$ cat src/rtl/kamikaze_pkg.sv
// Shared AHB-Lite constants and the address-phase record used by the kamikaze
// bus arbiter and its per-master hold buffers.
package kamikaze_pkg;

  localparam logic [1:0] HTRANS_IDLE   = 2'b00;
  localparam logic [1:0] HTRANS_NONSEQ = 2'b10;

  localparam logic MST_I = 1'b0;
  localparam logic MST_D = 1'b1;

  typedef struct packed {
    logic [31:0] haddr;
    logic [2:0]  hsize;
    logic        hwrite;
    logic [3:0]  hprot;
  } ahb_aph_t;

endpackage

$ cat src/rtl/kamikaze_ahb_hold.sv
// Per-master address-phase hold buffer: keeps a request that lost arbitration
// and presents either the held entry or the live master request.
module kamikaze_ahb_hold
  import kamikaze_pkg::*;
(
  input  logic       i_clk,
  input  logic       i_rst_n,
  input  logic [1:0] i_htrans,
  input  ahb_aph_t   i_live,
  input  logic       i_mst_hready,
  input  logic       i_win,
  output logic       o_req,
  output ahb_aph_t   o_aph,
  output logic [1:0] o_htrans,
  output logic       o_hold_valid
);

  logic     r_valid;
  ahb_aph_t r_aph;
  logic     w_live_req;
  logic     w_capture;

  assign w_live_req = i_htrans[1];
  // A live request is taken from the master whenever its hready was high;
  // if it is not issued right away it must be parked here.
  assign w_capture  = !r_valid && i_mst_hready && w_live_req && !i_win;

  assign o_req        = r_valid || w_live_req;
  assign o_aph        = r_valid ? r_aph : i_live;
  assign o_htrans     = r_valid ? HTRANS_NONSEQ : i_htrans;
  assign o_hold_valid = r_valid;

  always_ff @(posedge i_clk or negedge i_rst_n) begin
    if (!i_rst_n) begin
      r_valid <= 1'b0;
      r_aph   <= '0;
    end else if (r_valid && i_win) begin
      r_valid <= 1'b0;
    end else if (w_capture) begin
      r_valid <= 1'b1;
      r_aph   <= i_live;
    end
  end

endmodule

$ cat src/rtl/kamikaze_ahb_arbiter.sv
// Two-master AHB-Lite arbiter (fetch = I, load/store = D) onto one bus.
// Define KMKZ_ARB_ROUND_ROBIN_EN for round-robin contention; default is D-first.
module kamikaze_ahb_arbiter
  import kamikaze_pkg::*;
(
  input  logic        clk_i,
  input  logic        rst_n_i,
  input  logic [31:0] i_haddr_i,
  input  logic [1:0]  i_htrans_i,
  input  logic [2:0]  i_hsize_i,
  input  logic        i_hwrite_i,
  input  logic [3:0]  i_hprot_i,
  input  logic [31:0] i_hwdata_i,
  output logic        i_hready_o,
  output logic [31:0] i_hrdata_o,
  output logic        i_hresp_o,
  input  logic [31:0] d_haddr_i,
  input  logic [1:0]  d_htrans_i,
  input  logic [2:0]  d_hsize_i,
  input  logic        d_hwrite_i,
  input  logic [3:0]  d_hprot_i,
  input  logic [31:0] d_hwdata_i,
  output logic        d_hready_o,
  output logic [31:0] d_hrdata_o,
  output logic        d_hresp_o,
  output logic [31:0] HADDR,
  output logic [1:0]  HTRANS,
  output logic [2:0]  HSIZE,
  output logic        HWRITE,
  output logic [3:0]  HPROT,
  output logic [31:0] HWDATA,
  output logic [2:0]  HBURST,
  output logic        HMASTLOCK,
  input  logic [31:0] HRDATA,
  input  logic        HREADY,
  input  logic        HRESP
);

  ahb_aph_t   w_i_live, w_d_live, w_i_aph, w_d_aph, w_bus_aph, r_aph;
  logic [1:0] w_i_htrans, w_d_htrans, w_bus_htrans, r_aph_htrans;
  logic       w_i_req, w_d_req, w_i_hold, w_d_hold;
  logic       w_arb_en, w_win_valid, w_win_id, w_contend_id;
  logic       r_aph_valid, r_dph_valid, r_dph_id;
  logic       w_i_dph, w_d_dph;

  assign w_i_live = '{haddr: i_haddr_i, hsize: i_hsize_i, hwrite: i_hwrite_i, hprot: i_hprot_i};
  assign w_d_live = '{haddr: d_haddr_i, hsize: d_hsize_i, hwrite: d_hwrite_i, hprot: d_hprot_i};

  kamikaze_ahb_hold u_hold_i (
    .i_clk        (clk_i),
    .i_rst_n      (rst_n_i),
    .i_htrans     (i_htrans_i),
    .i_live       (w_i_live),
    .i_mst_hready (i_hready_o),
    .i_win        (w_win_valid && (w_win_id == MST_I)),
    .o_req        (w_i_req),
    .o_aph        (w_i_aph),
    .o_htrans     (w_i_htrans),
    .o_hold_valid (w_i_hold)
  );

  kamikaze_ahb_hold u_hold_d (
    .i_clk        (clk_i),
    .i_rst_n      (rst_n_i),
    .i_htrans     (d_htrans_i),
    .i_live       (w_d_live),
    .i_mst_hready (d_hready_o),
    .i_win        (w_win_valid && (w_win_id == MST_D)),
    .o_req        (w_d_req),
    .o_aph        (w_d_aph),
    .o_htrans     (w_d_htrans),
    .o_hold_valid (w_d_hold)
  );

`ifdef KMKZ_ARB_ROUND_ROBIN_EN
  logic r_last_grant;

  always_ff @(posedge clk_i or negedge rst_n_i) begin
    if (!rst_n_i) begin
      r_last_grant <= MST_I;
    end else if (HREADY && w_win_valid) begin
      r_last_grant <= w_win_id;
    end
  end

  assign w_contend_id = ~r_last_grant;
`else
  assign w_contend_id = MST_D;
`endif

  // Grants are only decided while the bus accepts an address phase.
  assign w_arb_en = HREADY && rst_n_i;

  always_comb begin
    w_win_valid = 1'b0;
    w_win_id    = MST_I;
    if (w_arb_en) begin
      if (w_i_req && w_d_req) begin
        w_win_valid = 1'b1;
        w_win_id    = w_contend_id;
      end else if (w_d_req) begin
        w_win_valid = 1'b1;
        w_win_id    = MST_D;
      end else if (w_i_req) begin
        w_win_valid = 1'b1;
        w_win_id    = MST_I;
      end
    end
  end

  // During wait states the previously driven address phase is replayed
  // from registers so the bus stays stable.
  always_comb begin
    w_bus_aph    = w_i_live;
    w_bus_htrans = HTRANS_IDLE;
    if (w_arb_en) begin
      if (w_win_valid) begin
        w_bus_aph    = (w_win_id == MST_D) ? w_d_aph : w_i_aph;
        w_bus_htrans = (w_win_id == MST_D) ? w_d_htrans : w_i_htrans;
      end
    end else if (r_aph_valid) begin
      w_bus_aph    = r_aph;
      w_bus_htrans = r_aph_htrans;
    end
  end

  always_ff @(posedge clk_i or negedge rst_n_i) begin
    if (!rst_n_i) begin
      r_aph_valid  <= 1'b0;
      r_aph        <= '0;
      r_aph_htrans <= HTRANS_IDLE;
      r_dph_valid  <= 1'b0;
      r_dph_id     <= MST_I;
    end else if (HREADY) begin
      r_aph_valid  <= w_win_valid;
      r_aph        <= w_bus_aph;
      r_aph_htrans <= w_bus_htrans;
      r_dph_valid  <= w_win_valid;
      r_dph_id     <= w_win_id;
    end
  end

  assign w_i_dph = r_dph_valid && (r_dph_id == MST_I);
  assign w_d_dph = r_dph_valid && (r_dph_id == MST_D);

  assign HADDR     = w_bus_aph.haddr;
  assign HSIZE     = w_bus_aph.hsize;
  assign HWRITE    = w_bus_aph.hwrite;
  assign HPROT     = w_bus_aph.hprot;
  assign HTRANS    = w_bus_htrans;
  assign HBURST    = 3'b000;
  assign HMASTLOCK = 1'b0;
  assign HWDATA    = w_d_dph ? d_hwdata_i : (w_i_dph ? i_hwdata_i : 32'h0);

  assign i_hready_o = w_i_dph ? HREADY : !w_i_hold;
  assign d_hready_o = w_d_dph ? HREADY : !w_d_hold;
  assign i_hresp_o  = w_i_dph && HRESP;
  assign d_hresp_o  = w_d_dph && HRESP;
  assign i_hrdata_o = HRDATA;
  assign d_hrdata_o = HRDATA;

endmodule

$ cat config.mk
export PLATFORM = sky130hd
export DESIGN_NAME = kamikaze_ahb_arbiter
export DESIGN_NICKNAME = d
export VERILOG_FILES = /design/src/rtl/kamikaze_pkg.sv /design/src/rtl/kamikaze_ahb_hold.sv /design/src/rtl/kamikaze_ahb_arbiter.sv
export SDC_FILE = /design/constraint.sdc
export NUM_CORES = 1
export LEC_CHECK = 0
export BUFFER_PORTS_ARGS = -buffer_cell sky130_fd_sc_hd__clkbuf_2
export CAP_MARGIN = 20
export CELL_PAD_IN_SITES_DETAIL_PLACEMENT = 1
export CELL_PAD_IN_SITES_GLOBAL_PLACEMENT = 2
export CORE_MARGIN = 3
export CORE_UTILIZATION = 29
export DETAILED_ROUTE_END_ITERATION = 10
export PLACE_DENSITY = 0.88
export REMOVE_ABC_BUFFERS = 1
export SYNTH_ARGS = -nofsm -noshare
export SYNTH_HDL_FRONTEND = slang
export SYNTH_SLANG_ARGS = --single-unit
export TNS_END_PERCENT = 30
$ cat constraint.sdc
create_clock -name clk_i -period 2.6 [get_ports clk_i]
set_input_delay 0.52 -clock clk_i [delete_from_list [all_inputs] [get_ports clk_i]]
set_output_delay 0.52 -clock clk_i [all_outputs]
set_load 0.05 [all_outputs]
# Word-level counts from Yosys, hierarchy flattened
# Cells that the tools add are included.
[totals] word_cells=74 input_bits=184 reg_bits=126
[classes] n_mux=27 reduce_logical=26 n_bitwise=4
[op_table] cell="40-bit 2-to-1 mux" n=6
[op_table] cell="32-bit 2-to-1 mux" n=2
[op_table] cell="1-bit logical AND" n=16
[op_table] cell="1-bit 2-to-1 mux" n=13
[op_table] cell="2-bit 2-to-1 mux" n=6
[op_table] cell="1-bit zero test" n=4
[op_table] cell="1-bit NOT" n=4
[op_table] cell="2-bit AND reduction" n=2
[op_table] cell="2-bit nonzero test" n=2
[op_table] cell="1-bit logical OR" n=2

# Depth between registers and ports, before layout
[logic_depth] depth_word=10 mapped_depth=7 depth_no_buf=4

# By module
# From an unflattened synthesis, not the netlist that was laid out.
[hier_totals] cells_unflattened=851 area_unflattened_um2=9972.1
[by_module_without_submodules] module="kamikaze_ahb_arbiter" n_inst=1 cells_per_inst=579 area_per_inst_um2=5505.3 seq_area_each_um2=1101.1
[by_module_without_submodules] module="kamikaze_ahb_hold" n_inst=2 cells_per_inst=136 area_per_inst_um2=2233.4 seq_area_each_um2=1026.0

# Worst setup path before layout
# OpenSTA, ideal clock, no wires.
[synth_timing] kind="input to output" from="input d_htrans_i[1]" to="output HADDR[0]" required_ps=2080 path_stages=5 path_slack_ps=-471 arrival_time_ps=2551 path_cell_list="or4_4 > nand2_4 > buf_6 > a21oi_1 > a211oi_1"
[synth_via] elab_chain_cells=7 word_cells_on_any_way=11
[synth_rtl] element="start, declared" line="kamikaze_ahb_arbiter.sv:18" source="input logic [1:0] d_htrans_i,"
[synth_rtl] element="1-bit logical OR *" line="kamikaze_ahb_hold.sv:28" source="assign o_req = r_valid || w_live_req;"
[synth_rtl] element="1-bit 2-to-1 mux / 1-bit logical AND (equally long branches)" line="kamikaze_ahb_arbiter.sv:101, kamikaze_ahb_arbiter.sv:98"
[synth_rtl] element="1-bit 2-to-1 mux" line="kamikaze_ahb_arbiter.sv:98" source="if (w_i_req && w_d_req) begin"
[synth_rtl] element="1-bit 2-to-1 mux" line="kamikaze_ahb_arbiter.sv:97" source="if (w_arb_en) begin"
[synth_rtl] element="40-bit 2-to-1 mux" line="kamikaze_ahb_arbiter.sv:118" source="w_bus_aph = (w_win_id == MST_D) ? w_d_aph : w_i_aph;"
[synth_rtl] element="40-bit 2-to-1 mux *" line="kamikaze_ahb_arbiter.sv:117" source="if (w_win_valid) begin"
[synth_rtl] element="40-bit 2-to-1 mux *" line="kamikaze_ahb_arbiter.sv:116" source="if (w_arb_en) begin"
[synth_rtl] element="end, declared" line="kamikaze_ahb_arbiter.sv:26" source="output logic [31:0] HADDR,"
# Every way passes the cells marked *; elsewhere a longest branch is shown, timed or not.

# Final worst setup path
[layout_timing] from="register u_hold_d.r_valid, in the netlist u_hold_d.o_hold_valid" to="output HADDR[28]"
[layout_via] elab_chain_cells=7 word_cells_on_any_way=12
[layout_rtl] element="start, declared" line="kamikaze_ahb_hold.sv:18" source="logic r_valid;"
[layout_rtl] element="start signal, assigned" line="kamikaze_ahb_hold.sv:35" source="r_valid <= 1'b0;"
[layout_rtl] element="start signal, assigned" line="kamikaze_ahb_hold.sv:38" source="r_valid <= 1'b0;"
[layout_rtl] element="start signal, assigned" line="kamikaze_ahb_hold.sv:40" source="r_valid <= 1'b1;"
[layout_rtl] element="1-bit logical OR" line="kamikaze_ahb_hold.sv:28"
[layout_rtl] element="1-bit 2-to-1 mux / 1-bit logical AND (equally long branches)" line="kamikaze_ahb_arbiter.sv:101, kamikaze_ahb_arbiter.sv:98"
[layout_rtl] element="1-bit 2-to-1 mux" line="kamikaze_ahb_arbiter.sv:98"
[layout_rtl] element="1-bit 2-to-1 mux" line="kamikaze_ahb_arbiter.sv:97"
[layout_rtl] element="40-bit 2-to-1 mux" line="kamikaze_ahb_arbiter.sv:118"
[layout_rtl] element="40-bit 2-to-1 mux *" line="kamikaze_ahb_arbiter.sv:117"
[layout_rtl] element="40-bit 2-to-1 mux *" line="kamikaze_ahb_arbiter.sv:116"
# Marks and branches as above.

==> flow_summary_export.csv <==
group,metric,value,unit
global_route,overflow,0,
timing,setup_violations,41,
setup_path,cp.required,2.08,ns
status,outcome,"finished with violations",
synthesis,ys.flop_type,"dfrtp_1",
detailed_routing,wirelength,32700,um
detailed_routing,avgViaCountPerCell,5.18,
global_route,grt_pass1_vias,8080,
floorplanning,core,28200,um^2
detailed_routing,first_pass_iters,4,
floorplanning,die_h,177,um
cts,cts-buffers-inserted,17,
synthesis,yosysSeqAreaShare,37.3,%
timing,worstMarginPinSlew,0.930,ns
setup_path,slowest_stage,"or4_4",
global_route,grt_pass1_wl,48200,um
cells_and_area,area_delta_synth_final,40.3,%
power,power_frac_comb,44.8,%
placed_design,place.detailed.hpwl,22700,um
timing,fin_skew,0.0107,ns
cts,cts_sinks,126,
detailed_routing,drc,0,
placed_design,globalplace.congestion,0.782,
floorplanning,die_w,177,um
power,p_switching,3.83,mW
timing,fmax,345,MHz
timing,maxSlewHeadroom,38.0,%
floorplanning,start_util,29.9,%
cts,cts_max_path_buffers,2,
power,p_clk_share,25.5,%
setup_path,critPathBufInv,3,
cells_and_area,multi_input_area,4860,um^2
cells_and_area,num_antenna_cells,0,
cells_and_area,final_layout_size_suffix_gt1_share,50.4,%
power,switching_share,37.3,%
timing,hold_viol,0,
setup_path,cp_slowest_stage_delay,0.56,ns
timing,rsz0062_at_grt,"yes",
power,power,10.3,mW
cts,cts_tree,"done",
synthesis,synth_seq_cells,126,
power,p_per_area,866,nW/um^2
power,leakage,5.71,nW
timing,maxSlewViolCount,0,
setup_path,crit_path_start_kind,"flop",
detailed_routing,vias,7585,
setup_path,crit_family,"simple AND/OR/NAND/NOR gates",
floorplanning,rows,61,
setup_path,arrival,2.37,ns
cts,cts-root-buf,"clkbuf_16",
floorplanning,die_area,31200,um^2
floorplanning,io-pin-count,330,
synthesis,async_flop_share,100,%
detailed_routing,ant_nets,0,
timing,layout_setup_ws,-0.295,ns
global_route,grt_usage,20.0,%
timing,period_share,111,%
setup_path,worstSetupEndpointType,"output pin",
setup_path,cp_max_fo,4,
synthesis,synth_edf_count,0,
job,cap_violations,0,
synthesis,yosys_warnings,0,
cells_and_area,final_common_cell,"clkbuf_2",
setup_path,critPathKind,"flop to output pin",
cells_and_area,register_area,3170,um^2
cts,htreeDepth,4,
global_route,grt_max_degree,65,
status,violations,"negative setup slack",
cells_and_area,fillers,3170,
timing,finalCriticalPeriod,2.89,ns
detailed_routing,wl_per_cell,22.3,um
timing,whs,0.0331,ns
power,internal_power,6.44,mW
power,power_frac_seq,29.7,%
setup_path,path_cells,"or4_4 -> nand2_4 -> buf_4 -> a21oi_1 -> a211oi_1 -> buf_4 -> buf_12",
power,ir_worst_vdd,0.000418,V
global_route,antenna_found_initial,2,
cells_and_area,final_cell_mix,"clkbuf_2 (160), mux2i_1 (149), dfrtp_1 (122)",
detailed_routing,drt-initial-drc-count,264,
setup_path,cpMostUsedCell,"buf_4",
cts,clk_pin_slew,0.06,ns
synthesis,synthesis.instances,846,
synthesis,avgSynthCellArea,9.99,um^2
synthesis,syn-cell-area,8450,um^2
synthesis,yosysUniqueCellTypes,40,
cts,clock_latency,0.41,ns
cells_and_area,nets,1257,
placed_design,portBuffers,229,
hold_path,hold_path.class,"primary input to asynchronous set/reset pin",
[layer usage]
layer	up-vias	routed length [um]	GRT usage [%]	share of wire, %
met1	3820	13600	24.8	42
met5	-	43	2.56	0.13
li1	3414	-	-	-
met2	307	15900	33.4	49
met3	38	2690	6.69	8.2
met4	6	453	4.55	1.4
[Yosys cell counts (all sizes together), types with 2 or more instances]
cell / instances / area [um^2]
mux2: 80 / 1050
nand3: 6 / 30.0
o22ai: 39 / 244
a21o: 2 / 15.0
nand2: 84 / 328
a211oi: 40 / 300
a21oi: 45 / 225
nor3: 40 / 200
nor2: 79 / 297
mux2i: 150 / 1500
inv: 6 / 22.5
clkbuf: 18 / 67.6
o21ai: 3 / 15.0
buf: 112 / 863
dfrtp: 126 / 3150
[flip-flops by register name (all words and copies together) (netlist names)]
name / cells
r_aph: 40
r_aph_htrans: 2
r_dph_id: 1
r_dph_valid: 1
u_hold_d.o_hold_valid: 1
u_hold_d.r_aph: 40
u_hold_i.o_hold_valid: 1
u_hold_i.r_aph: 40
[path summary, 6_finish.rpt]
check                                       from                  to  slack, ns  cells past startpoint
setup / recovery           u_hold_d.o_hold_valid           HADDR[28]      -0.29                      7
hold reg to reg                u_hold_i.r_aph[1]   u_hold_i.r_aph[1]       0.49                      1
min in group clk_i                 d_haddr_i[25]  u_hold_d.r_aph[33]       0.36                      2
hold / removal                           rst_n_i  u_hold_d.r_aph[17]       0.03                      2
setup reg to reg                     r_dph_valid  u_hold_d.r_aph[27]       0.22                      4
max in group asynchronous                rst_n_i         r_dph_valid       1.37                      3
[stage by stage]
stage / setup slack [ns] / TNS, ns / utilization, % / cell area [um^2] / std cells
3_5_place_dp: -0.212 / -4.17 / 36.4 / 10300 / 1422
4_1_cts: -0.286 / -9.45 / 40.5 / 11400 / 1458
3_3_place_gp: -0.233 / -4.58 / 36.4 / 10300 / 1422
5_1_grt: -0.376 / -10.96 / 42.0 / 11900 / 1464
2_1_floorplan: -2.11 / -245.74 / - / 7530 / 719
6_report: -0.295 / -7.13 / 42.0 / 11900 / 1464
[final cells by class]
type	instances	share of cell area [%]
Tap cell	378	3.99
Sequential cell	126	26.7
Inverter	6	0.211
Clock buffer	18	3.62
Timing Repair Buffer	334	22.8
Multi-Input combinational cell	588	41.0
Clock inverter	14	1.75
[power groups by stage]
stage	clock network [mW]	registers, mW	logic (mW)
floorplan	0	3.11	2.66
global placement	0	3.00	4.06
detailed placement	0	3.06	4.13
CTS	2.68	3.03	4.44
global route	2.77	3.12	4.94
finish	2.62	3.05	4.60
[cell families after synthesis]
kind of cell	share of synthesized area, %
AOI/OAI and AO/OA	10.1
muxes	30.2
and+or+nand+nor	11.1
buffers and inverters	11.3
DFF	37.3
other	0.0444
[timing repair]
item                                    CTS  global route
setup buffers                             1             7
endpoints found under the setup margin   66            63
pin swaps                                18            31
cloned                                    2             1
resized for setup                       111           129
hold endpoints to repair                  4             0
hold buffers                              1             0
Note: power is estimated with default switching activity, not from simulation.
